`src/rtl/sram_bus_pkg.sv`:
```
// Shared types and constants for the sram-bus master arbiter.
package sram_bus_pkg;

    localparam int TYPE_W   = 4;
    localparam int STRB_W   = 16;
    localparam int LINE_OFF = 4;

    localparam int MST_ICACHE = 0;
    localparam int MST_DCACHE = 1;
    localparam int MST_LSU    = 2;

    typedef enum logic [1:0] {
        R_IDLE = 2'd0,
        R_ADDR = 2'd1,
        R_DATA = 2'd2
    } r_state_e;

    typedef enum logic {
        W_IDLE = 1'b0,
        W_ADDR = 1'b1
    } w_state_e;

endpackage

```
`src/rtl/sram_bus_arb_rr_pick.sv`:
```
// Round-robin picker: first requester at or after ptr, wrapping modulo N.
module rr_pick #(
    parameter int N     = 3,
    parameter int IDX_W = 2
) (
    input  logic [N-1:0]     req,
    input  logic [IDX_W-1:0] ptr,
    output logic [N-1:0]     gnt,
    output logic [IDX_W-1:0] idx
);

    logic             found;
    logic [IDX_W-1:0] k;

    always_comb begin
        gnt   = '0;
        idx   = '0;
        found = 1'b0;
        k     = '0;
        for (int i = 0; i < N; i++) begin
            k = IDX_W'((int'(ptr) + i) % N);
            if (!found && req[k]) begin
                found  = 1'b1;
                gnt[k] = 1'b1;
                idx    = k;
            end
        end
    end

endmodule

```
`src/rtl/sram_bus_arb.sv`:
```
// Arbitrates N sram-bus masters onto one slave port; read and write channels
// are granted independently, round-robin, with a same-line read-after-write block.
//
// state  | meaning
// R_IDLE | no read granted; pick next winner from r_ptr
// R_ADDR | winner r_gnt presented to slave (held off while hazard)
// R_DATA | read accepted; waiting for s_re_valid
// W_IDLE | no write granted; pick next winner from w_ptr
// W_ADDR | winner w_gnt presented to slave until accepted or aborted
module sram_bus_arb #(
    parameter int N_MST  = 3,
    parameter int ADDR_W = 32,
    parameter int DATA_W = 128,
    parameter int STRB_W = 16,
    parameter int TYPE_W = 4
) (
    input  logic                       clk,
    input  logic                       rst_n,
    input  logic [N_MST-1:0]           m_r_req,
    input  logic [N_MST*ADDR_W-1:0]    m_r_addr,
    input  logic [N_MST*TYPE_W-1:0]    m_r_type,
    output logic [N_MST-1:0]           m_r_rdy,
    output logic [DATA_W-1:0]          m_re_data,
    output logic [N_MST-1:0]           m_re_valid,
    input  logic [N_MST-1:0]           m_w_req,
    input  logic [N_MST*ADDR_W-1:0]    m_w_addr,
    input  logic [N_MST*DATA_W-1:0]    m_w_data,
    input  logic [N_MST*TYPE_W-1:0]    m_w_type,
    input  logic [N_MST*STRB_W-1:0]    m_w_strb,
    output logic [N_MST-1:0]           m_w_rdy,
    output logic                       s_r_req,
    output logic [ADDR_W-1:0]          s_r_addr,
    output logic [TYPE_W-1:0]          s_r_type,
    input  logic                       s_r_rdy,
    input  logic [DATA_W-1:0]          s_re_data,
    input  logic                       s_re_valid,
    output logic                       s_w_req,
    output logic [ADDR_W-1:0]          s_w_addr,
    output logic [DATA_W-1:0]          s_w_data,
    output logic [TYPE_W-1:0]          s_w_type,
    output logic [STRB_W-1:0]          s_w_strb,
    input  logic                       s_w_rdy
);
    import sram_bus_pkg::*;

    localparam int IDX_W = (N_MST > 1) ? $clog2(N_MST) : 1;

    r_state_e         r_state, r_state_nxt;
    w_state_e         w_state, w_state_nxt;
    logic [IDX_W-1:0] r_gnt, r_gnt_nxt, r_ptr, r_ptr_nxt;
    logic [IDX_W-1:0] w_gnt, w_gnt_nxt, w_ptr, w_ptr_nxt;
    logic [IDX_W-1:0] r_pick_idx, w_pick_idx;
    logic [N_MST-1:0] r_pick_oh, w_pick_oh;
    logic [ADDR_W-1:0] r_addr, w_addr;
    logic             hazard;

    function automatic logic [IDX_W-1:0] next_idx(input logic [IDX_W-1:0] i);
        return (i == IDX_W'(N_MST - 1)) ? '0 : i + 1'b1;
    endfunction

    rr_pick #(.N(N_MST), .IDX_W(IDX_W)) u_r_pick (
        .req (m_r_req),
        .ptr (r_ptr),
        .gnt (r_pick_oh),
        .idx (r_pick_idx)
    );

    rr_pick #(.N(N_MST), .IDX_W(IDX_W)) u_w_pick (
        .req (m_w_req),
        .ptr (w_ptr),
        .gnt (w_pick_oh),
        .idx (w_pick_idx)
    );

    assign r_addr = m_r_addr[r_gnt*ADDR_W +: ADDR_W];
    assign w_addr = m_w_addr[w_gnt*ADDR_W +: ADDR_W];

    // Only a write actually being offered to the slave can block a read.
    assign hazard = (w_state == W_ADDR) && s_w_req &&
                    (r_addr[ADDR_W-1:LINE_OFF] == w_addr[ADDR_W-1:LINE_OFF]);

    always_ff @(posedge clk or negedge rst_n) begin
        if (!rst_n) begin
            r_state <= R_IDLE;
            r_gnt   <= '0;
            r_ptr   <= '0;
            w_state <= W_IDLE;
            w_gnt   <= '0;
            w_ptr   <= '0;
        end else begin
            r_state <= r_state_nxt;
            r_gnt   <= r_gnt_nxt;
            r_ptr   <= r_ptr_nxt;
            w_state <= w_state_nxt;
            w_gnt   <= w_gnt_nxt;
            w_ptr   <= w_ptr_nxt;
        end
    end

    always_comb begin
        r_state_nxt = r_state;
        r_gnt_nxt   = r_gnt;
        r_ptr_nxt   = r_ptr;
        s_r_req     = 1'b0;
        s_r_addr    = '0;
        s_r_type    = '0;
        m_r_rdy     = '0;
        m_re_valid  = '0;
        m_re_data   = '0;
        case (r_state)
            R_IDLE: begin
                if (|r_pick_oh) begin
                    r_gnt_nxt   = r_pick_idx;
                    r_state_nxt = R_ADDR;
                end
            end
            R_ADDR: begin
                s_r_req        = m_r_req[r_gnt] && !hazard;
                s_r_addr       = r_addr;
                s_r_type       = m_r_type[r_gnt*TYPE_W +: TYPE_W];
                m_r_rdy[r_gnt] = s_r_req && s_r_rdy;
                if (!m_r_req[r_gnt]) begin
                    r_state_nxt = R_IDLE;
                end else if (s_r_req && s_r_rdy) begin
                    r_state_nxt = R_DATA;
                end
            end
            R_DATA: begin
                m_re_valid[r_gnt] = s_re_valid;
                m_re_data         = s_re_data;
                if (s_re_valid) begin
                    r_state_nxt = R_IDLE;
                    r_ptr_nxt   = next_idx(r_gnt);
                end
            end
            default: r_state_nxt = R_IDLE;
        endcase
    end

    always_comb begin
        w_state_nxt = w_state;
        w_gnt_nxt   = w_gnt;
        w_ptr_nxt   = w_ptr;
        s_w_req     = 1'b0;
        s_w_addr    = '0;
        s_w_data    = '0;
        s_w_type    = '0;
        s_w_strb    = '0;
        m_w_rdy     = '0;
        case (w_state)
            W_IDLE: begin
                if (|w_pick_oh) begin
                    w_gnt_nxt   = w_pick_idx;
                    w_state_nxt = W_ADDR;
                end
            end
            W_ADDR: begin
                s_w_req        = m_w_req[w_gnt];
                s_w_addr       = w_addr;
                s_w_data       = m_w_data[w_gnt*DATA_W +: DATA_W];
                s_w_type       = m_w_type[w_gnt*TYPE_W +: TYPE_W];
                s_w_strb       = m_w_strb[w_gnt*STRB_W +: STRB_W];
                m_w_rdy[w_gnt] = s_w_req && s_w_rdy;
                if (!m_w_req[w_gnt]) begin
                    w_state_nxt = W_IDLE;
                end else if (s_w_rdy) begin
                    w_state_nxt = W_IDLE;
                    w_ptr_nxt   = next_idx(w_gnt);
                end
            end
            default: w_state_nxt = W_IDLE;
        endcase
    end

endmodule

```
`config.mk`:
```
export PLATFORM = sky130hd
export DESIGN_NAME = sram_bus_arb
export DESIGN_NICKNAME = d
export VERILOG_FILES = /design/src/rtl/sram_bus_pkg.sv /design/src/rtl/sram_bus_arb_rr_pick.sv /design/src/rtl/sram_bus_arb.sv
export SDC_FILE = /design/constraint.sdc
export NUM_CORES = 1
export LEC_CHECK = 0
export BUFFER_PORTS_ARGS = -buffer_cell sky130_fd_sc_hd__buf_4
export CAP_MARGIN = 20
export CORE_AREA = 2 2 451 453
export CTS_BUF_LIST = sky130_fd_sc_hd__clkbuf_8
export DETAILED_ROUTE_END_ITERATION = 6
export DIE_AREA = 0 0 453 455
export GPL_ROUTABILITY_DRIVEN = 0
export PLACE_DENSITY = 0.3
export SLEW_MARGIN = 20
export SYNTH_ARGS = -nofsm -noshare
export SYNTH_HDL_FRONTEND = slang
export SYNTH_SLANG_ARGS = --single-unit
```
`constraint.sdc`:
```
create_clock -name clk -period 3.41 [get_ports clk]
set_input_delay 0.682 -clock clk [delete_from_list [all_inputs] [get_ports clk]]
set_output_delay 0.682 -clock clk [all_outputs]
set_load 0.01 [all_outputs]
```
Word-level counts from Yosys, hierarchy flattened --
Cells that the tools add are included.
Storage, ports and cells: register bits 11, bits in latches 0, RAM bits 0, ROM bits 0, input port bits 787, word-level logic and storage cells 157, memories 0
Cells by class: add/subtract/negate cells 6, multiply operators 0, divide/modulo/power cells 6, order comparisons 16, eq/ne operators 8, shift operators 6, muxes and demuxes 71, bitwise gates (word level) 8, reductions and logical operators 30
Operators with widths (count):
- $shiftx 384x10->128 | 1
- $mux 128 | 2
- $shiftx 96x8->32 | 2
- $mod 32x3->32 const B | 4
- $mod 3x3->32 const B | 2
- $mux 32 | 2
- $shiftx 48x7->16 | 1
- $eq 28x28->1 | 1
- $mux 3 | 9
- $mux 1 | 25
- $lt 2x3->1 const B | 8
- $mux 2 | 12
- $shiftx 12x5->4 | 2
- $logic_and 1x1->1 | 17
- $bmux 1 s2 | 8
- $demux 1 s2 | 8
- $ge 2x1->1 const B | 8
- $mux 16 | 1
- $or 3x3->3 | 4
- $and 3x3->3 | 3
- $mux 4 | 2
- $add 2x1->3 const B | 2
- $add 2x2->3 const B | 2
- $eq 2x2->1 const B | 3
- 12 further kinds | 22

Depth between registers and ports, before layout --
Gate-level depths: netlist of the first run.
depth in word-level cells 13, depth in mapped cells 11

Cells and area by module --
From an unflattened synthesis of the first run, not the netlist that was laid out.
Second synthesis, totals: cells, all modules 1223, area, all modules 8129.0 sq um
By module, submodules not included:
- sram_bus_arb | times used 1, cells each 1147, area each 7596.0 sq um, sequential area each 275.3 sq um
- rr_pick | times used 2, cells each 38, area each 266.5 sq um, sequential area each 0.0 sq um

Worst setup path before layout of the first run --
No wires, ideal clock.
path type register to output, from register w_gnt[1], to output m_r_rdy[0], arrival time 2.044 ns, slack 0.684 ns, stages on the path, launching flop included 11, path buffers 3, path through dfrtp_1 buf_4 nor2b_1 buf_4 buf_6 o2bb2ai_1 xnor2_1 nand4_1 or4_4 o211ai_2 nor3_1
Between the ends: cells in the longest elaborated chain, start to end 10, elaborated cells between the ends (all ways) 12, those cells by class eq/ne: 1; shift: 1; mux: 4; bitwise: 1; reduce/logical: 5
RTL lines:
- start: declaration | RTL line sram_bus_arb.sv:51 | logic [IDX_W-1:0] w_gnt, w_gnt_nxt, w_ptr, w_ptr_nxt;
- start signal: assignment | RTL line sram_bus_arb.sv:95 | w_gnt <= w_gnt_nxt;
- branches (longest 4 deep; another with $shiftx 96x8->32)
- $logic_and 1x1->1 (*) | RTL line sram_bus_arb.sv:79 | assign hazard = (w_state == W_ADDR) && s_w_req &&
- $logic_not 1->1 (*) | RTL line sram_bus_arb.sv:118 | s_r_req = m_r_req[r_gnt] && !hazard;
- $logic_and 1x1->1 (*) | RTL line sram_bus_arb.sv:118
- $logic_and 1x1->1 (*) | RTL line sram_bus_arb.sv:121 | m_r_rdy[r_gnt] = s_r_req && s_r_rdy;
- $and 3x3->3 (no source line) (*)
- $mux 3 (*) | RTL line sram_bus_arb.sv:110 | case (r_state)
- end: declaration | RTL line sram_bus_arb.sv:22 | output logic [N_MST-1:0] m_r_rdy,
Mark *: on every way between the ends. The select of a mux whose other input is x is not followed.

Worst setup path in the final report of the first run --
from register w_gnt[1], to output m_r_rdy[1]
Same word-level chain as after synthesis.

==> metrics.txt, run 1 <==
status=finished with violations; failing checks=setup timing; CTS tree=built; worst path buffer plus inverter count=4; Top Ports=1142; first-pass GRT wire length=~150 mm; Place WS=-0.1387 ns; CP endpoint kind=output pin; crit-path max FO=8; Startpoint Class=register; Max Root-Sink Buffers=2; Core ar.=about 200000 um^2; die height=455 um; pin count of the biggest net entering global routing=131; Crit path max-delay family=simple AND/OR/NAND/NOR gates; Mapped Nets=2024; WL per Instance=25.06 um; placed wire-length estimate=115.4 mm; worst hold path class=in -> async; gr usage total=between 10% and 20%; TritonCTS buffer count=3; root buf cell=clkbuf_8; htree depth=1; cell mode on critical path=buf_12; DRC=0; synth warn=0; synthesized instance count=1229; Layout Skew=0.005698 ns; count of cell types in the netlist=48; Vias per Instance=2.770; finished layout cell area=21240 um^2; number of setup violations in the final report=4; initial antenna violation count=60; clock slew seen by the registers of the worst setup and hold paths=0.06 ns; Iter 0 DRT Violations=roughly 860; post-route ant nets=0; Seq cells post-synth=11; FF/Latch Area=around 290 um^2; minimum clock period=3.644 ns; largest family of logic cells by synthesized area=simple AND/OR/NAND/NOR gates; Placed Area=around 21000 um^2; RSZ-0062 raised after global routing=yes; WL final=127.1 mm; Clock Sink Count=11; Rows=165; top-count cell post-synth=and2_1; post-synthesis simple-gate area fraction=38.15%; Max stage delay on crit path=0.57 ns; top_reg_cell synth=dfrtp_1; post-synth top area cell=mux2i_1; share of layout cells above drive strength 1=55.53%; hold-fix buffers at CTS=0; detailed-route via count=14051; Commonest cells post-synth=and2_1 (308), mux2i_1 (221), nand2_1 (168); Die Span X=453 um; Mapped Area=8098 um^2; clk_lat worst skew=0.25 ns; VDD IR max=0.3976 mV; actual slew at the worst max-slew pin=0.8028 ns; setup TNS=-0.8734 ns; Max Cap Viol=0; Synth top area share=27.32%; die area=206100 um^2; 1st-pass router iterations=5; arrival time worst endpoint=2.96 ns; Layout fillers=23608; CP cell instances=nor2b_4 > buf_12 > clkbuf_16 > o2bb2ai_4 > xnor2_2 > nand4_1 > or4_4 > o211ai_4 > buf_12 > nor2_1 > buf_4; PortBufs=approximately 1100; Initial Util=between 4 and 5%; Congestion Overflow GR=0; Mapped Avg Cell Area=6.589 um^2; Worst Setup Path Type=reg -> out; fin nets=~3200; WP data required=around 2.7 ns; Power Dens Cells=662.9 nW/um^2; Hold Vio Cnt, Final=0; Synth Area in Compound Gates=about 20%; Synth area leaders=mux2i_1 (27%), and2_1 (24%), o21ai_0 (9.8%); Post-Synth XOR/XNOR Area=3.028%; total power=14.08 mW; worst setup margin=-0.2341 ns; multiplexer area fraction after synthesis=27.32%; Rel. slew slack=46.48%; Max Slew Vio Count=0; area delta synth->final=162.3%; Max Freq=274.4 MHz; fraction of registers with async set/reset=100.0%; final worst-path cycle share=106.9%; crit path max-delay cell type=or4_4; Post-synth EDFFs=0; vias in the first global route=13798; Synth Area in Adders=1.360%; Seq/Total Area, Yosys=3.399%; Multi-input gate area=7547 um^2; LEAKAGE=9.703 nW
[sequential cells by signal, indices dropped and copies added (netlist names)]
register	flops
r_state	2
r_gnt	2
w_state	1
r_ptr	2
w_ptr	2
w_gnt	2
[cell usage in the layout (no fill, tap or decap), drive strengths merged, types with 16 or more instances in the layout]
master	instances
mux2i	221
xnor2	16
nor2b	33
buf	1271
o2bb2ai	56
nor2	32
o21ai	158
and2	308
nand2	168
a21oi	19
[path summary, 6_finish.rpt]
| kind | depth (start not counted) | start | endpoint | slack (ns) |
|---|---|---|---|---|
| max in group asynchronous | 1 | rst_n | w_gnt[0] | 2.94 |
| worst min register to register | 1 | r_ptr[1] | r_ptr[1] | 0.56 |
| worst max register to register | 13 | r_gnt[1] | r_state[0] | 0.67 |
| min in group clk | 1 | r_ptr[1] | r_ptr[1] | 0.56 |
| worst max-delay path | 11 | w_gnt[1] | m_r_rdy[1] | -0.23 |
| worst min-delay path | 1 | rst_n | w_ptr[1] | 0.27 |
[logic make-up after synthesis]
family,after synthesis
compound gates,257
xor+xnor,28
fa+ha+maj,9
buf+inv,131
flops,11
mux,221
simple gates,572
[per-layer routing]
metal | vias up | part of all wire, % | GRT usage [%]
met5 | - | 0.25 | 0
met4 | 50 | 1.2 | 0.8177
met3 | 99 | 11 | 5.403
met1 | 6732 | 42 | 14.49
li1 | 6525 | - | -
met2 | 645 | 45 | 18.09
[metrics by stage]
stage               cells  utilization (%)  hold WS [ns]
floorplan            1229                -        0.3864
detailed placement   5040            10.24        0.5451
global route         5062            10.54        0.2759
global placement     5040            10.24        0.5390
finish               5073            10.55        0.2736
CTS                  5053            10.40        0.2731
[final cells by class]
cell class / instances / share of cell area, %
repair buffers: 1274 / 46.80
multi-input cells: 1087 / 35.53
well taps: 2672 / 15.74
flip-flops and latches: 11 / 1.361
inverters: 12 / 0.2120
clock buffers: 3 / 0.1944
diodes: 13 / 0.1531
clock inverters: 1 / 0.01767
[where the power goes]
group / internal, mW / switching, mW
Clock: 0.0799 / 0.0629
Combinational: 5.67 / 7.91
Sequential: 0.205 / 0.151
[timing repair]
action / in CTS / in global routing
pin swaps: 3 / 10
buffers inserted: 7 / 5
resized for setup: 25 / 27
cloned: 2 / 2
setup endpoints to repair: 25 / 9
No activity file was read; power rests on OpenSTA's default activity.
==> run 2, diff against run 1 <==
--- a/config.mk
+++ b/config.mk
@@ -7,13 +7,14 @@
 export LEC_CHECK = 0
 export BUFFER_PORTS_ARGS = -buffer_cell sky130_fd_sc_hd__buf_4
 export CAP_MARGIN = 20
-export CORE_AREA = 2 2 451 453
+export CORE_AREA = 2 2 439 441
 export CTS_BUF_LIST = sky130_fd_sc_hd__clkbuf_8
 export DETAILED_ROUTE_END_ITERATION = 6
-export DIE_AREA = 0 0 453 455
+export DIE_AREA = 0 0 441 443
 export GPL_ROUTABILITY_DRIVEN = 0
 export PLACE_DENSITY = 0.3
 export SLEW_MARGIN = 20
 export SYNTH_ARGS = -nofsm -noshare
 export SYNTH_HDL_FRONTEND = slang
+export SYNTH_HIERARCHICAL = 1
 export SYNTH_SLANG_ARGS = --single-unit
==> run 2 against run 1 <==
Effect of this change:
- the run still ends with setup timing left
- synthesized area is 0.39% higher
- setup slack improved by 0.0093 ns
- via count grew 3.7%
- fmax up 0.26%
- critical endpoint is now m_r_rdy[2]
==> metrics.txt, run 2 <==
Rel. slew slack=35.71% (-11 points); TritonCTS buffer count=3 (unchanged); Mapped Area=8129 um^2 (+0.39%); DRC=0 (unchanged); worst setup margin=-0.2248 ns (+0.009320 ns); Die Span X=441 um (-2.6%); Commonest cells post-synth=and2_1 (308), mux2i_1 (222), nand2_1 (167); Synth area leaders=mux2i_1 (27%), and2_1 (24%), o21ai_0 (9.5%); clk_lat worst skew=0.26 ns (about the same); root buf cell=clkbuf_8; Post-Synth XOR/XNOR Area=3.017% (-0.012 points); net switching power=8.496 mW (+4.5%); Initial Util=4.252% (+0.23 points); top-count cell post-synth=and2_1; pin count of the biggest net entering global routing=152 (+16%); Mapped Nets=2018 (-0.30%); WL final=140.3 mm (+10%); Logic pwr share=96.6% (about the same); placed wire-length estimate=127.3 mm (+10%); crit-path max FO=7 (-1); status=finished with violations; total power=14.63 mW (+3.9%); actual slew at the worst max-slew pin=0.9644 ns (+0.1616 ns); 1st-pass router iterations=5 (unchanged); Congestion Overflow GR=0 (unchanged); vias in the first global route=14542 (+5.4%); Core ar.=191200 um^2 (-5.0%); number of setup violations in the final report=6 (+2); VDD IR max=0.5418 mV (+36%); LEAKAGE=9.660 nW (-0.43%); Clock power frac=1.1% (about the same); largest family of logic cells by synthesized area=simple AND/OR/NAND/NOR gates; count of cell types in the netlist=45 (-6.3%); P_int=6.136 mW (+3.0%); Synth Area in Adders=1.231% (-0.13 points); Max Slew Vio Count=0 (unchanged); minimum clock period=3.635 ns (-0.009320 ns); worst hold path class=in -> async; Startpoint Class=register; commonest non-fill, non-tap cell in the layout=buf_4; setup TNS=-0.6765 ns (+0.1969 ns); die height=443 um (-2.6%); Power Dens Cells=684.0 nW/um^2 (+3.2%); Hold Slack=0.2772 ns (+0.003563 ns); first-pass GRT wire length=169.6 mm (+10%); Max Cap Viol=0 (unchanged); Iter 0 DRT Violations=1052 (+23%); Max Freq=275.1 MHz (+0.26%); clock slew seen by the registers of the worst setup and hold paths=0.07 ns (about the same); Layout Skew=0.002873 ns (-0.002826 ns); Mapped Avg Cell Area=6.647 um^2 (+0.88%); Synth top area share=27.34% (about the same); fraction of power spent switching nets=58.07% (+0.35 points); area delta synth->final=163.2%; CTS tree=built; Vias per Instance=2.942 (+6.2%); failing checks=setup timing; WP data required=2.73 ns (about the same); Post-synth EDFFs=0 (unchanged); Seq cells post-synth=11 (unchanged); detailed-route via count=14575 (+3.7%); Seq/Total Area, Yosys=3.386% (-0.013 points); post-route ant nets=0 (unchanged); fin nets=3187 (+0.094%); multiplexer area fraction after synthesis=27.89% (+0.57 points); top_reg_cell synth=dfrtp_1; htree depth=1 (unchanged); CP endpoint kind=output pin; Top Ports=1142 (unchanged); Util after Layout=11.19% (+0.64 points); fraction of registers with async set/reset=100.0% (unchanged); Synth Area in Compound Gates=19.44% (-0.075 points); sequential share of power=2.3% (-0.2 points); PortBufs=1141 (unchanged); RSZ-0062 raised after global routing=yes; initial antenna violation count=90 (+50%); Rows=161 (-2.4%); synthesized instance count=1223 (-0.49%); Placed Cells=4883 (-3.1%); WL per Instance=28.32 um (+13%); most frequent cells in the layout=buf_4 (1235), and2_1 (308), mux2i_1 (209); die area=195400 um^2 (-5.2%); post-synth top area cell=mux2i_1; hold-fix buffers at CTS=0 (unchanged); arrival time worst endpoint=2.95 ns (about the same); post-synthesis simple-gate area fraction=37.82% (-0.33 points); Max Root-Sink Buffers=2 (unchanged); Clock Sink Count=11 (unchanged); synth warn=6 (+6); gr usage total=13.47% (+2.1 points); share of layout cells above drive strength 1=56.34% (+0.81 points); Hold Vio Cnt, Final=0 (unchanged); non-filler cells in the finished layout=4954 (-2.3%); Worst Setup Path Type=reg -> out; final worst-path cycle share=106.6% (-0.27 points)
==> run 2: cell type report <==
cell class / count / area, um^2
Fill cell: 22365 / 169800
Timing Repair Buffer: 1279 / 10060
Clock buffer: 3 / 41.29
Tap cell: 2526 / 3161
Sequential cell: 11 / 289.0
Clock inverter: 1 / 3.754
Antenna cell: 37 / 92.59
Inverter: 12 / 45.04
Multi-Input combinational cell: 1085 / 7696
==> run 2: power groups by stage <==
stage | clock [mW] | sequential (mW) | combinational (mW)
finish | 0.156 | 0.338 | 14.1
CTS | 0.167 | 0.348 | 14.4
detailed placement | 0 | 0.391 | 13.4
floorplan | 0 | 0.226 | 5.60
global placement | 0 | 0.393 | 13.4
global route | 0.172 | 0.357 | 15.0
==> run 2: worst paths after layout <==
kind / to / slack, ns / cells past startpoint / startpoint
worst max-delay path: m_r_rdy[2] / -0.22 / 13 / w_gnt[1]
worst min register to register: w_ptr[1] / 0.56 / 1 / w_ptr[1]
worst max register to register: r_gnt[1] / 0.70 / 9 / r_ptr[1]
max in group asynchronous: w_gnt[1] / 2.92 / 1 / rst_n
worst min-delay path: r_state[0] / 0.28 / 1 / rst_n
min in group clk: w_ptr[1] / 0.56 / 1 / w_ptr[1]
==> run 2: layer usage <==
layer | part of all wire, % | wire length, um | GRT usage, % | vias up
li1 | - | - | - | 6553
met1 | 41 | 57360 | 16.27 | 6997
met2 | 46 | 64550 | 21.59 | 850
met3 | 11 | 15630 | 6.299 | 133
met4 | 1.7 | 2348 | 2.189 | 42
met5 | 0.30 | 427 | 3.077 | -
==> run 2: metrics by stage <==
step                instance area, um^2  setup WS [ns]
floorplan                          8129         0.7977
detailed placement                20290        -0.3266
global placement                  20290        -0.4539
finish                            21390        -0.2248
global route                      21380        -0.2942
CTS                               21110        -0.2062
==> run 2: logic make-up after synthesis <==
logic type                 Yosys count
AOI/OAI and AO/OA                  257
xor gates and xnor gates            28
adders and majority gates            8
buffers and inverters              127
DFF                                 11
muxes                              226
and+or+nand+nor                    566
==> run 2: repair_timing <==
action	in CTS	in global routing
gates resized for setup	75	35
setup endpoints to repair	9	56
cloned	7	1
setup buffers	21	5
pin swaps	13	13
==> run 2: worst max-delay path: stages, from the launching register on <==
cell,delay (ns)
dfrtp_4,0.51
buf_12,0.15
nor2b_4,0.21
buf_6,0.14
buf_12,0.13
o2bb2ai_4,0.13
xor2_2,0.11
nor4_4,0.34
nand4_1,0.15
buf_6,0.16
o31ai_4,0.24
buf_6,0.19
nor3b_2,0.06
buf_4,0.14
==> run 3, diff against run 2 <==
--- a/config.mk
+++ b/config.mk
@@ -12,7 +12,6 @@
 export DETAILED_ROUTE_END_ITERATION = 6
 export DIE_AREA = 0 0 441 443
 export GPL_ROUTABILITY_DRIVEN = 0
-export PLACE_DENSITY = 0.3
 export SLEW_MARGIN = 20
 export SYNTH_ARGS = -nofsm -noshare
 export SYNTH_HDL_FRONTEND = slang
==> run 3 against run 2 <==
Effect of this change:
- global-route usage is 1.7 points higher
- cell area grew 4.5%
- clock skew up 0.0019 ns
- critical path type unchanged
- the run ends with DRC, setup timing left
- largest cell class unchanged
- final cell count rose by 1.3%
==> metrics.txt, run 3 (same netlist as run 2, synthesis figures left out) <==
Power Dens Cells=739.9 nW/um^2 (+8.2%); initial antenna violation count=145 (+61%); FF-to-FF path depth=13 (+4); failing checks=DRC, setup timing; Vias per Instance=3.173 (+7.8%); total power=16.54 mW (+13%); pin count of the biggest net entering global routing=148 (-2.6%); Rel. slew slack=36.42% (+0.71 points); CTS tree=built; worst hold path class=in -> async; setup TNS=-0.9427 ns (-0.2663 ns); Initial Util=4.252% (unchanged); WL final=159.0 mm (+13%); status=finished with violations; Max stage delay on crit path=0.47 ns (-0.04 ns); worst r2r dst=r_state[1]; fin nets=3220 (+1.0%); CP cell instances=buf_6 > buf_12 > buf_4 > mux2i_1 > o2bb2ai_1 > xor2_1 > nor4_1 > nand4_1 > o31ai_2 > buf_4 > nor2_4 > buf_6; WP data required=2.73 ns (about the same); first-pass GRT wire length=185.0 mm (+9.1%); VDD IR max=0.3839 mV (-29%); Clock Sink Count=11 (unchanged); Hold Vio Cnt, Final=0 (unchanged); htree depth=1 (unchanged); WL per Instance=31.70 um (+12%); gr usage total=15.14% (+1.7 points); minimum clock period=3.686 ns (+0.05103 ns); detailed-route via count=15917 (+9.2%); Core ar.=191200 um^2 (unchanged); post-route ant nets=0 (unchanged); vias in the first global route=14643 (+0.69%); Max Cap Viol=0 (unchanged); crit-path max FO=6 (-1); RSZ-0062 raised after global routing=yes; clock slew seen by the registers of the worst setup and hold paths=0.06 ns (about the same); Max Slew Vio Count=0 (unchanged); Max Root-Sink Buffers=2 (unchanged); clk_lat worst skew=0.26 ns (about the same); Max Freq=271.3 MHz (-1.4%); Hold Slack=0.2702 ns (-0.007028 ns); worst setup margin=-0.2758 ns (-0.05103 ns); Die Span X=441 um (unchanged); hold-fix buffers at CTS=0 (unchanged); actual slew at the worst max-slew pin=0.9537 ns (-0.01072 ns); die area=195400 um^2 (unchanged); number of setup violations in the final report=4 (-2); final worst-path cycle share=108.1% (+1.5 points); Layout Skew=0.004759 ns (+0.001887 ns); die height=443 um (unchanged); commonest non-fill, non-tap cell in the layout=buf_4; LEAKAGE=9.946 nW (+3.0%); most frequent cells in the layout=buf_4 (1260), and2_1 (308), mux2i_1 (185); share of layout cells above drive strength 1=58.33% (+2.0 points); DRC=38 (+38); crit path max-delay cell type=dfrtp_2; r2r setup slk=0.50 ns (-0.20 ns); root buf cell=clkbuf_8; area delta synth->final=175.0%; arrival time worst endpoint=3.00 ns (+0.05 ns); PortBufs=1141 (unchanged); Worst Setup Path Type=reg -> out; Congestion Overflow GR=0 (unchanged); Worst R2R Start=r_gnt[0]; CP endpoint kind=output pin; TritonCTS buffer count=3 (unchanged); Iter 0 DRT Violations=1852 (+76%); Startpoint Class=register; placed wire-length estimate=144.3 mm (+13%); Top Ports=1142 (unchanged); 1st-pass router iterations=7 (+2); Rows=161 (unchanged)
run 3: cell count changes in the layout (fill, tap and decap cells not counted), sizes merged:
cell / delta
buf: +31
bufbuf: -1
clkbuf: +3
diode: +30
run 3: worst max-delay path, delay by kind of cell (launching register included):
kind,cells,cell delay [ns]
flip-flops,1,0.47
AO/OA/AOI/OAI,2,0.63
XOR/XNOR,1,0.12
multiplexers,1,0.12
AND/OR/NAND/NOR,3,0.64
buffers and inverters,5,0.76
run 3: metal layers:
| metal | part of all wire, % | global-route usage, % |
|---|---|---|
| met5 | 1.1 | 4.963 |
| met2 | 44 | 22.78 |
| met3 | 14 | 9.501 |
| met1 | 37 | 16.79 |
| met4 | 3.6 | 5.439 |
run 3: area by class of cell:
class                   instances  area, um^2
diodes                         67       167.7
multi-input cells            1085        8214
inverters                      12       45.04
well taps                    2526        3161
fillers                     22043      168800
clock inverters                 1       3.754
clock buffers                   3       41.29
flip-flops and latches         11       287.8
repair buffers               1312       10440
run 3: report_power, final:
part | switching (mW) | internal, mW | leakage (nW)
registers | 0.158 | 0.204 | 0.135
logic | 9.59 | 6.44 | 9.78
clock network | 0.0640 | 0.0800 | 0.0273
run 3: timing repair:
item                                    4_1_cts  5_1_grt
endpoints found under the setup margin       20       42
resized for setup                           134       42
cloned                                        3        4
pin swaps                                    21       17
endpoints found under the hold margin         0        0
setup buffers                                26       18
run 3: how the worst max path moves through the flow:
stage | startpoint | end | slack (ns) | cells past startpoint
final | r_gnt[0] | m_r_rdy[1] | -0.28 | 12
after global routing | w_gnt[1] | m_r_rdy[0] | -0.28 | 13
after CTS | w_gnt[1] | m_r_rdy[1] | -0.20 | 11
after detailed placement | w_gnt[1] | m_r_rdy[1] | -0.59 | 10
after global placement | w_gnt[1] | m_r_rdy[1] | -0.78 | 10
after floorplan | m_r_addr[61] | m_r_rdy[2] | 0.80 | 7
run 3: per-stage QoR:
step	util [%]	worst slack, ns	area (um^2)	cells
after global placement	10.70	-0.7757	20450	4901
after global routing	11.67	-0.2816	22300	4996
final	11.69	-0.2758	22360	5017
after CTS	11.36	-0.2028	21710	4933
after floorplan	-	0.7977	8129	1223
after detailed placement	10.70	-0.5950	20460	4901
